## config.mk

```make
export PLATFORM = sky130hd
export DESIGN_NAME = n_ff_sync_filter_flat
export DESIGN_NICKNAME = d
export VERILOG_FILES = /design/src/rtl/n_ff_sync_filter_if.sv /design/src/rtl/n_ff_sync_filter.sv /design/src/flat_wrapper.sv
export SDC_FILE = /design/constraint.sdc
export NUM_CORES = 1
export LEC_CHECK = 0
export BUFFER_PORTS_ARGS = -buffer_cell sky130_fd_sc_hd__buf_4
export CAP_MARGIN = 20
export CORE_ASPECT_RATIO = 0.9
export CORE_MARGIN = 2
export CORE_UTILIZATION = 57
export CTS_CLUSTER_SIZE = 24
export DETAILED_ROUTE_END_ITERATION = 16
export PLACE_DENSITY = 0.9
export SYNTH_ARGS = -nofsm -noshare
export SYNTH_HDL_FRONTEND = slang
export SYNTH_SLANG_ARGS = --single-unit
```

## constraint.sdc

```tcl
create_clock -name clk -period 2.06 [get_ports clk]
set_clock_uncertainty 0.1 [all_clocks]
set_input_delay 0 -clock clk [delete_from_list [all_inputs] [get_ports clk]]
set_output_delay 0 -clock clk [all_outputs]
set_load 0.02 [all_outputs]
```

## src/rtl/n_ff_sync_filter_if.sv

```systemverilog
// Channel bundle for the multi-bit synchronizer/glitch filter.
// The producer drives in; the filter drives the level, edge pulses and changed flag.
interface n_ff_sync_filter_if #(
  parameter int WIDTH = 8
);
  logic [WIDTH-1:0] in;
  logic [WIDTH-1:0] out;
  logic [WIDTH-1:0] rise;
  logic [WIDTH-1:0] fall;
  logic             changed;

  modport master (
    output in,
    input  out,
    input  rise,
    input  fall,
    input  changed
  );

  modport slave (
    input  in,
    output out,
    output rise,
    output fall,
    output changed
  );
endinterface

```

## src/rtl/n_ff_sync_filter.sv

```systemverilog
// Per-channel N-flop synchronizer followed by a persistence filter and edge detector.
// A channel's output only moves after the synchronized value differs for FILTER_CYCLES edges.
module n_ff_sync_filter #(
  parameter int               WIDTH         = 8,
  parameter int               STAGES        = 2,
  parameter int               FILTER_CYCLES = 4,
  parameter logic [WIDTH-1:0] RESET_VALUE   = '0
) (
  input logic            clk,
  input logic            rst,
  n_ff_sync_filter_if.slave bus
);

  localparam int CW = (FILTER_CYCLES <= 2) ? 1 : $clog2(FILTER_CYCLES);
  localparam logic [CW-1:0] CNT_MAX = CW'(FILTER_CYCLES - 1);

  generate
    if (WIDTH < 1) begin : g_bad_width
      $error("n_ff_sync_filter: WIDTH must be at least 1");
    end
    if (STAGES < 2) begin : g_bad_stages
      $error("n_ff_sync_filter: STAGES must be at least 2");
    end
    if (FILTER_CYCLES < 1) begin : g_bad_filter
      $error("n_ff_sync_filter: FILTER_CYCLES must be at least 1");
    end
    if ($bits(bus.in) != WIDTH) begin : g_bad_if
      $error("n_ff_sync_filter: interface WIDTH does not match module WIDTH");
    end
  endgenerate

  logic [WIDTH-1:0] chain [STAGES];
  logic [WIDTH-1:0] sync;
  logic [WIDTH-1:0] out_q;
  logic [WIDTH-1:0] rise_q;
  logic [WIDTH-1:0] fall_q;
  logic             changed_q;
  logic [CW-1:0]    cnt      [WIDTH];

  logic [WIDTH-1:0] out_nxt;
  logic [WIDTH-1:0] rise_nxt;
  logic [WIDTH-1:0] fall_nxt;
  logic [CW-1:0]    cnt_nxt  [WIDTH];

  assign sync = chain[STAGES-1];

  // Counter saturates at CNT_MAX: reaching it with a still-differing sample commits the change.
  always_comb begin
    out_nxt  = out_q;
    rise_nxt = '0;
    fall_nxt = '0;
    for (int i = 0; i < WIDTH; i++) begin
      cnt_nxt[i] = cnt[i];
      if (sync[i] == out_q[i]) begin
        cnt_nxt[i] = '0;
      end else if (cnt[i] == CNT_MAX) begin
        out_nxt[i]  = sync[i];
        rise_nxt[i] = sync[i];
        fall_nxt[i] = ~sync[i];
        cnt_nxt[i]  = '0;
      end else begin
        cnt_nxt[i] = cnt[i] + CW'(1);
      end
    end
  end

  always_ff @(posedge clk) begin
    if (rst) begin
      for (int s = 0; s < STAGES; s++) begin
        chain[s] <= RESET_VALUE;
      end
      for (int i = 0; i < WIDTH; i++) begin
        cnt[i] <= '0;
      end
      out_q     <= RESET_VALUE;
      rise_q    <= '0;
      fall_q    <= '0;
      changed_q <= 1'b0;
    end else begin
      chain[0] <= bus.in;
      for (int s = 1; s < STAGES; s++) begin
        chain[s] <= chain[s-1];
      end
      for (int i = 0; i < WIDTH; i++) begin
        cnt[i] <= cnt_nxt[i];
      end
      out_q     <= out_nxt;
      rise_q    <= rise_nxt;
      fall_q    <= fall_nxt;
      changed_q <= |{rise_nxt, fall_nxt};
    end
  end

  assign bus.out     = out_q;
  assign bus.rise    = rise_q;
  assign bus.fall    = fall_q;
  assign bus.changed = changed_q;

endmodule

```

## src/flat_wrapper.sv

```systemverilog
// flat-port wrapper written by rule: the top's interface ports become plain ports
module n_ff_sync_filter_flat 
#(
  parameter int               WIDTH         = 8,
  parameter int               STAGES        = 2,
  parameter int               FILTER_CYCLES = 4,
  parameter logic [WIDTH-1:0] RESET_VALUE   = '0
)
  (clk, rst, bus_in, bus_out, bus_rise, bus_fall, bus_changed);
  n_ff_sync_filter_if #(.WIDTH(WIDTH)) bus_i ();
  input logic clk;
  input logic rst;
  input wire logic [$bits(bus_i.in)-1:0] bus_in;
  output wire logic [$bits(bus_i.out)-1:0] bus_out;
  output wire logic [$bits(bus_i.rise)-1:0] bus_rise;
  output wire logic [$bits(bus_i.fall)-1:0] bus_fall;
  output wire logic [$bits(bus_i.changed)-1:0] bus_changed;
  assign bus_i.in = bus_in;
  assign bus_out = bus_i.out;
  assign bus_rise = bus_i.rise;
  assign bus_fall = bus_i.fall;
  assign bus_changed = bus_i.changed;
  n_ff_sync_filter #(.WIDTH(WIDTH), .STAGES(STAGES), .FILTER_CYCLES(FILTER_CYCLES), .RESET_VALUE(RESET_VALUE)) u_core (.clk(clk), .rst(rst), .bus(bus_i));
endmodule
```

Yosys cells after proc, flatten, opt, wreduce, memory -nomap -nowiden
Memories as Yosys holds them, arrays and structs flattened.
Cells that the tools add are included.
Storage, ports and cells
  memories kept: 2
  output and inout bits: 25
  flip-flop bits (word level): 25
  input port bits: 10
  word-level logic and storage cells: 133
  RAM bits: 32
Memory list
  u_core.chain: words 2, width 8, read ports 2, clocked after Yosys merged registers in 0, write ports 2, line n_ff_sync_filter.sv:32  | logic [WIDTH-1:0] chain [STAGES];
  u_core.cnt: words 8, width 2, read ports 8, clocked after Yosys merged registers in 0, write ports 8, line n_ff_sync_filter.sv:38  | logic [CW-1:0] cnt [WIDTH];
Operators by class
  mux-type cells: 61
  reduce and logical (&&, ||, !) cells: 9
  bitwise logic cells: 26
  add/sub/neg operators: 8
  eq/ne operators: 16
Operators with widths (number)
  two-way mux 2 bit: 24
  two-way mux 1 bit: 35
  adder 2 x 1 -> 2 bit, second input constant: 8
  equality test 2 bit, second input constant: 8
  two-way mux 8 bit: 2
  inverter 1 bit: 16
  AND reduction 2 bit: 8
  OR reduction 16 bit: 1
  OR 1 bit: 10
  equality test 1 bit: 8

Depth between registers and ports, before layout
  depth in word-level cells: 4
  depth in mapped cells: 4
  mapped depth without buffers: 4

Worst setup path before layout
OpenSTA, ideal clock, no wires.
  path kind: reg2reg
  from: register u_core.out_q[7], in the netlist u_core.bus.out[7]
  to: register u_core.changed_q, in the netlist u_core.bus.changed
  data required time: 1835 ps
  path slack: 659 ps
  clock period less this slack: 1401 ps
  library setup time: 125 ps
  data arrival time: 1176 ps
  stages on the path, launching flop included: 4
  path buffers: 0
  cell sequence: dfxtp_1 -> xnor2_1 -> o22ai_1 -> o41a_1
On the way
  longest elaborated chain between the ends: 3
  elaborated cells between the ends (all ways): 4
  those cells by class: eq/ne: 1; mux: 2; reduce/logical: 1
RTL lines
  start: declaration: line n_ff_sync_filter.sv:34  | logic [WIDTH-1:0] out_q;
  start signal: assignment: line n_ff_sync_filter.sv:87  | out_q <= out_nxt;
  equality test 1 bit *: line n_ff_sync_filter.sv:54  | if (sync[i] == out_q[i]) begin
  two-way mux 1 bit: line n_ff_sync_filter.sv:54
  OR reduction 16 bit *: line n_ff_sync_filter.sv:90  | changed_q <= |{rise_nxt, fall_nxt};
  end signal: assignment: line n_ff_sync_filter.sv:90
  end: declaration: line n_ff_sync_filter.sv:37  | logic changed_q;
Every way passes the cells marked *; elsewhere a longest branch is shown, timed or not.
A chain may end at the register's enable or synchronous reset.

==> impl_metrics.ini <==
[synthesis]
ys_seq_area_share_pct = 60.8
yosysMostFrequentCell = dfxtp_1
synth_area_per_cell_um2 = 11.9
synth-edff-count = 0
syn_nets = 175
ys_types = 14
synth_area_um2 = 1880
synth.largest_area_cell = dfxtp_1
synth_warnings = 0
synth-seq-cells = 57
synth_top_flop_cell = dfxtp_1
synthCells = 157
synth_common_cells = dfxtp_1 (57), nor4b_1 (24), nor2b_1 (16)
synthTopCellsByArea = dfxtp_1 (61%), nor4b_1 (11%), ha_1 (5.3%)
synth_top_area_share_pct = 60.8
async_flop_share_pct = 0

[drt]
met3_length_um = 215
via_per_inst = 5.15
wirelength_met1_um = 1310
detailroute.via_count = 1333
met2_wirelength_um = 1850
drc = 0
highest_layer = met4
ant_nets = 0
dr.first_iter.drc_count = 47
drtPass1Iterations = 4
wl_um = 3460
routedWlPerCell_um = 13.4

[grt]
grt_antenna_before_repair = 0
grt_pass1_vias = 1333
gr-usage-all-layers_pct = 20.6
grt_pass1_wl_um = 5550
grt_max_degree = 58
overflow = 0

[flow_run]
maxCapViolCount = 0

[floorplan]
die_area_um2 = 3770
io-pin-count = 35
rows = 19
start_util_pct = 60.7
die_h_um = 58.4
core-area_um2 = 3090
die_w_um = 64.5

[setup_path]
r2r_end = u_core.bus.changed
critPathRequiredTime_ns = 2.23
r2r-start = u_core.cnt[0][10]
arrival_ns = 1.69
startpoint_type = input pin
end_kind = register
path_max_fanout = 57
path_class = input pin to register
reg2reg_depth = 4
r2r_setup_slack_ns = 0.61

[cts]
cts_sinks = 57
cts-root-buf = clkbuf_4
htreeDepth = 3
cts_buffer_depth = 2
cts_resized = 0
cts_buffers = 9
cts_tree = built
clkLatencyLatePin_ns = 0.38
postCtsSetupBuffers = 0
clkTransAtPathRegs_ns = 0.08

[worst_hold_path]
holdPathStages = 1
hold_start = u_core.cnt[0][0]
hold-path-endpoint = u_core.cnt[0][0]
hp-class = register to register

[sta]
layout_min_cycle_time_ns = 1.52
layout_worst_path_cycle_share_pct = 73.8
finalSetupTns_ns = 0
tightest_slew_ns = 0.543
worst_slack_ns = 0.541
hold_viol = 0
rsz0062_at_grt = false
fmax_ghz = 0.658
drv_slew = 0
setup_viol = 0
slew_headroom_pct = 63.8

[finish]
antenna_cells = 0
finalInstanceArea_um2 = 2430
nets = 231
instances_no_fill = 259
fillerInstances = 205
drive_gt1_share_pct = 20.3
syn_to_final_growth_pct = 29.6

[placed_design]
gp_congestion = 0.707
placed_area_um2 = 2160
pre_cts_ws_ns = 0.628
dp_hpwl_um = 2240
io_buffers = 34
dp_cells = 227

[power_and_ir_drop]
power_per_cell_area_nw_per_um2 = 755
p_total_mw = 1.84
peakVddDrop_mv = 0.737
p_leak_nw = 0.966

[run_status]
outcome = finished clean
sequential cells by signal, summed over array words and instances (netlist names):
name                cells
u_core.bus.rise         8
u_core.bus.fall         8
u_core.cnt             16
u_core.bus.out          8
u_core.bus.changed      1
u_core.chain           16
logic make-up (layout without fill, tap and decap cells):
kind of cell             after synthesis  after routing  synth area share (%)
AND/OR/NAND/NOR                       56             56                  20.8
flip-flops                            57             57                  60.8
AO/OA/AOI/OAI                          5              5                  1.93
buffers and inverters                 15             75                  3.07
XOR/XNOR                               8              8                  3.74
multiplexers                           8              8                  4.27
adder cells (fa/ha/maj)                8              8                  5.34
worst max-delay path, stage by stage:
cell	delay (ns)
dlygate4sd3_1	0.53
buf_4	0.46
nor2b_1	0.10
dlygate4sd3_1	0.57
report_power, final:
group | switching [mW] | internal [mW] | total, mW
Combinational | 0.0328 | 0.0490 | 0.0817
Sequential | 0.0114 | 1.12 | 1.13
Clock | 0.344 | 0.279 | 0.622
Total | 0.388 | 1.45 | 1.84
per-layer routing:
layer  up-vias  GRT usage (%)
met2        35           37.1
met1       619           18.4
met4         0           10.6
li1        669              -
met3        10           11.9
met5         -              0
cells in the final DEF, fill, tap and decap left out, types with 9 or more instances in the layout:
master | netlist | final
buf_4 | 0 | 34
nor2b_1 | 16 | 16
dlygate4sd3_1 | 0 | 17
inv_1 | 9 | 9
clkbuf_4 | 0 | 9
nor4b_1 | 24 | 24
dfxtp_1 | 57 | 57
metrics by stage:
stage / utilization, % / hold slack [ns]
2_1_floorplan: - / 0.0282
3_3_place_gp: 69.9 / 0.109
3_5_place_dp: 69.9 / 0.118
4_1_cts: 78.6 / 0.336
5_1_grt: 78.6 / 0.353
6_report: 78.6 / 0.330
how the worst max path moves through the flow:
stage | from | slack (ns) | cells after the start | endpoint
after CTS | rst | 0.61 | 4 | u_core.chain[0][1]
final | rst | 0.54 | 4 | u_core.chain[0][6]
after floorplan | u_core.bus.out[7] | 0.66 | 3 | u_core.bus.changed
after global routing | rst | 0.49 | 4 | u_core.chain[0][6]
after detailed placement | u_core.bus.out[7] | 0.63 | 3 | u_core.bus.changed
after global placement | u_core.bus.out[7] | 0.68 | 3 | u_core.bus.changed
cell type report:
cell class,count,area (um2),area share (%)
clock buffers,15,100,4.12
inverters,9,33.8,1.39
multi-input cells,85,677,27.9
flip-flops and latches,57,1140,47.0
well taps,42,52.6,2.16
repair buffers,51,425,17.5
timing repair:
item,CTS,global route
setup endpoints to repair,0,0
hold buffers,17,0
endpoints found under the hold margin,23,0
(Power assumes the default switching activity.)
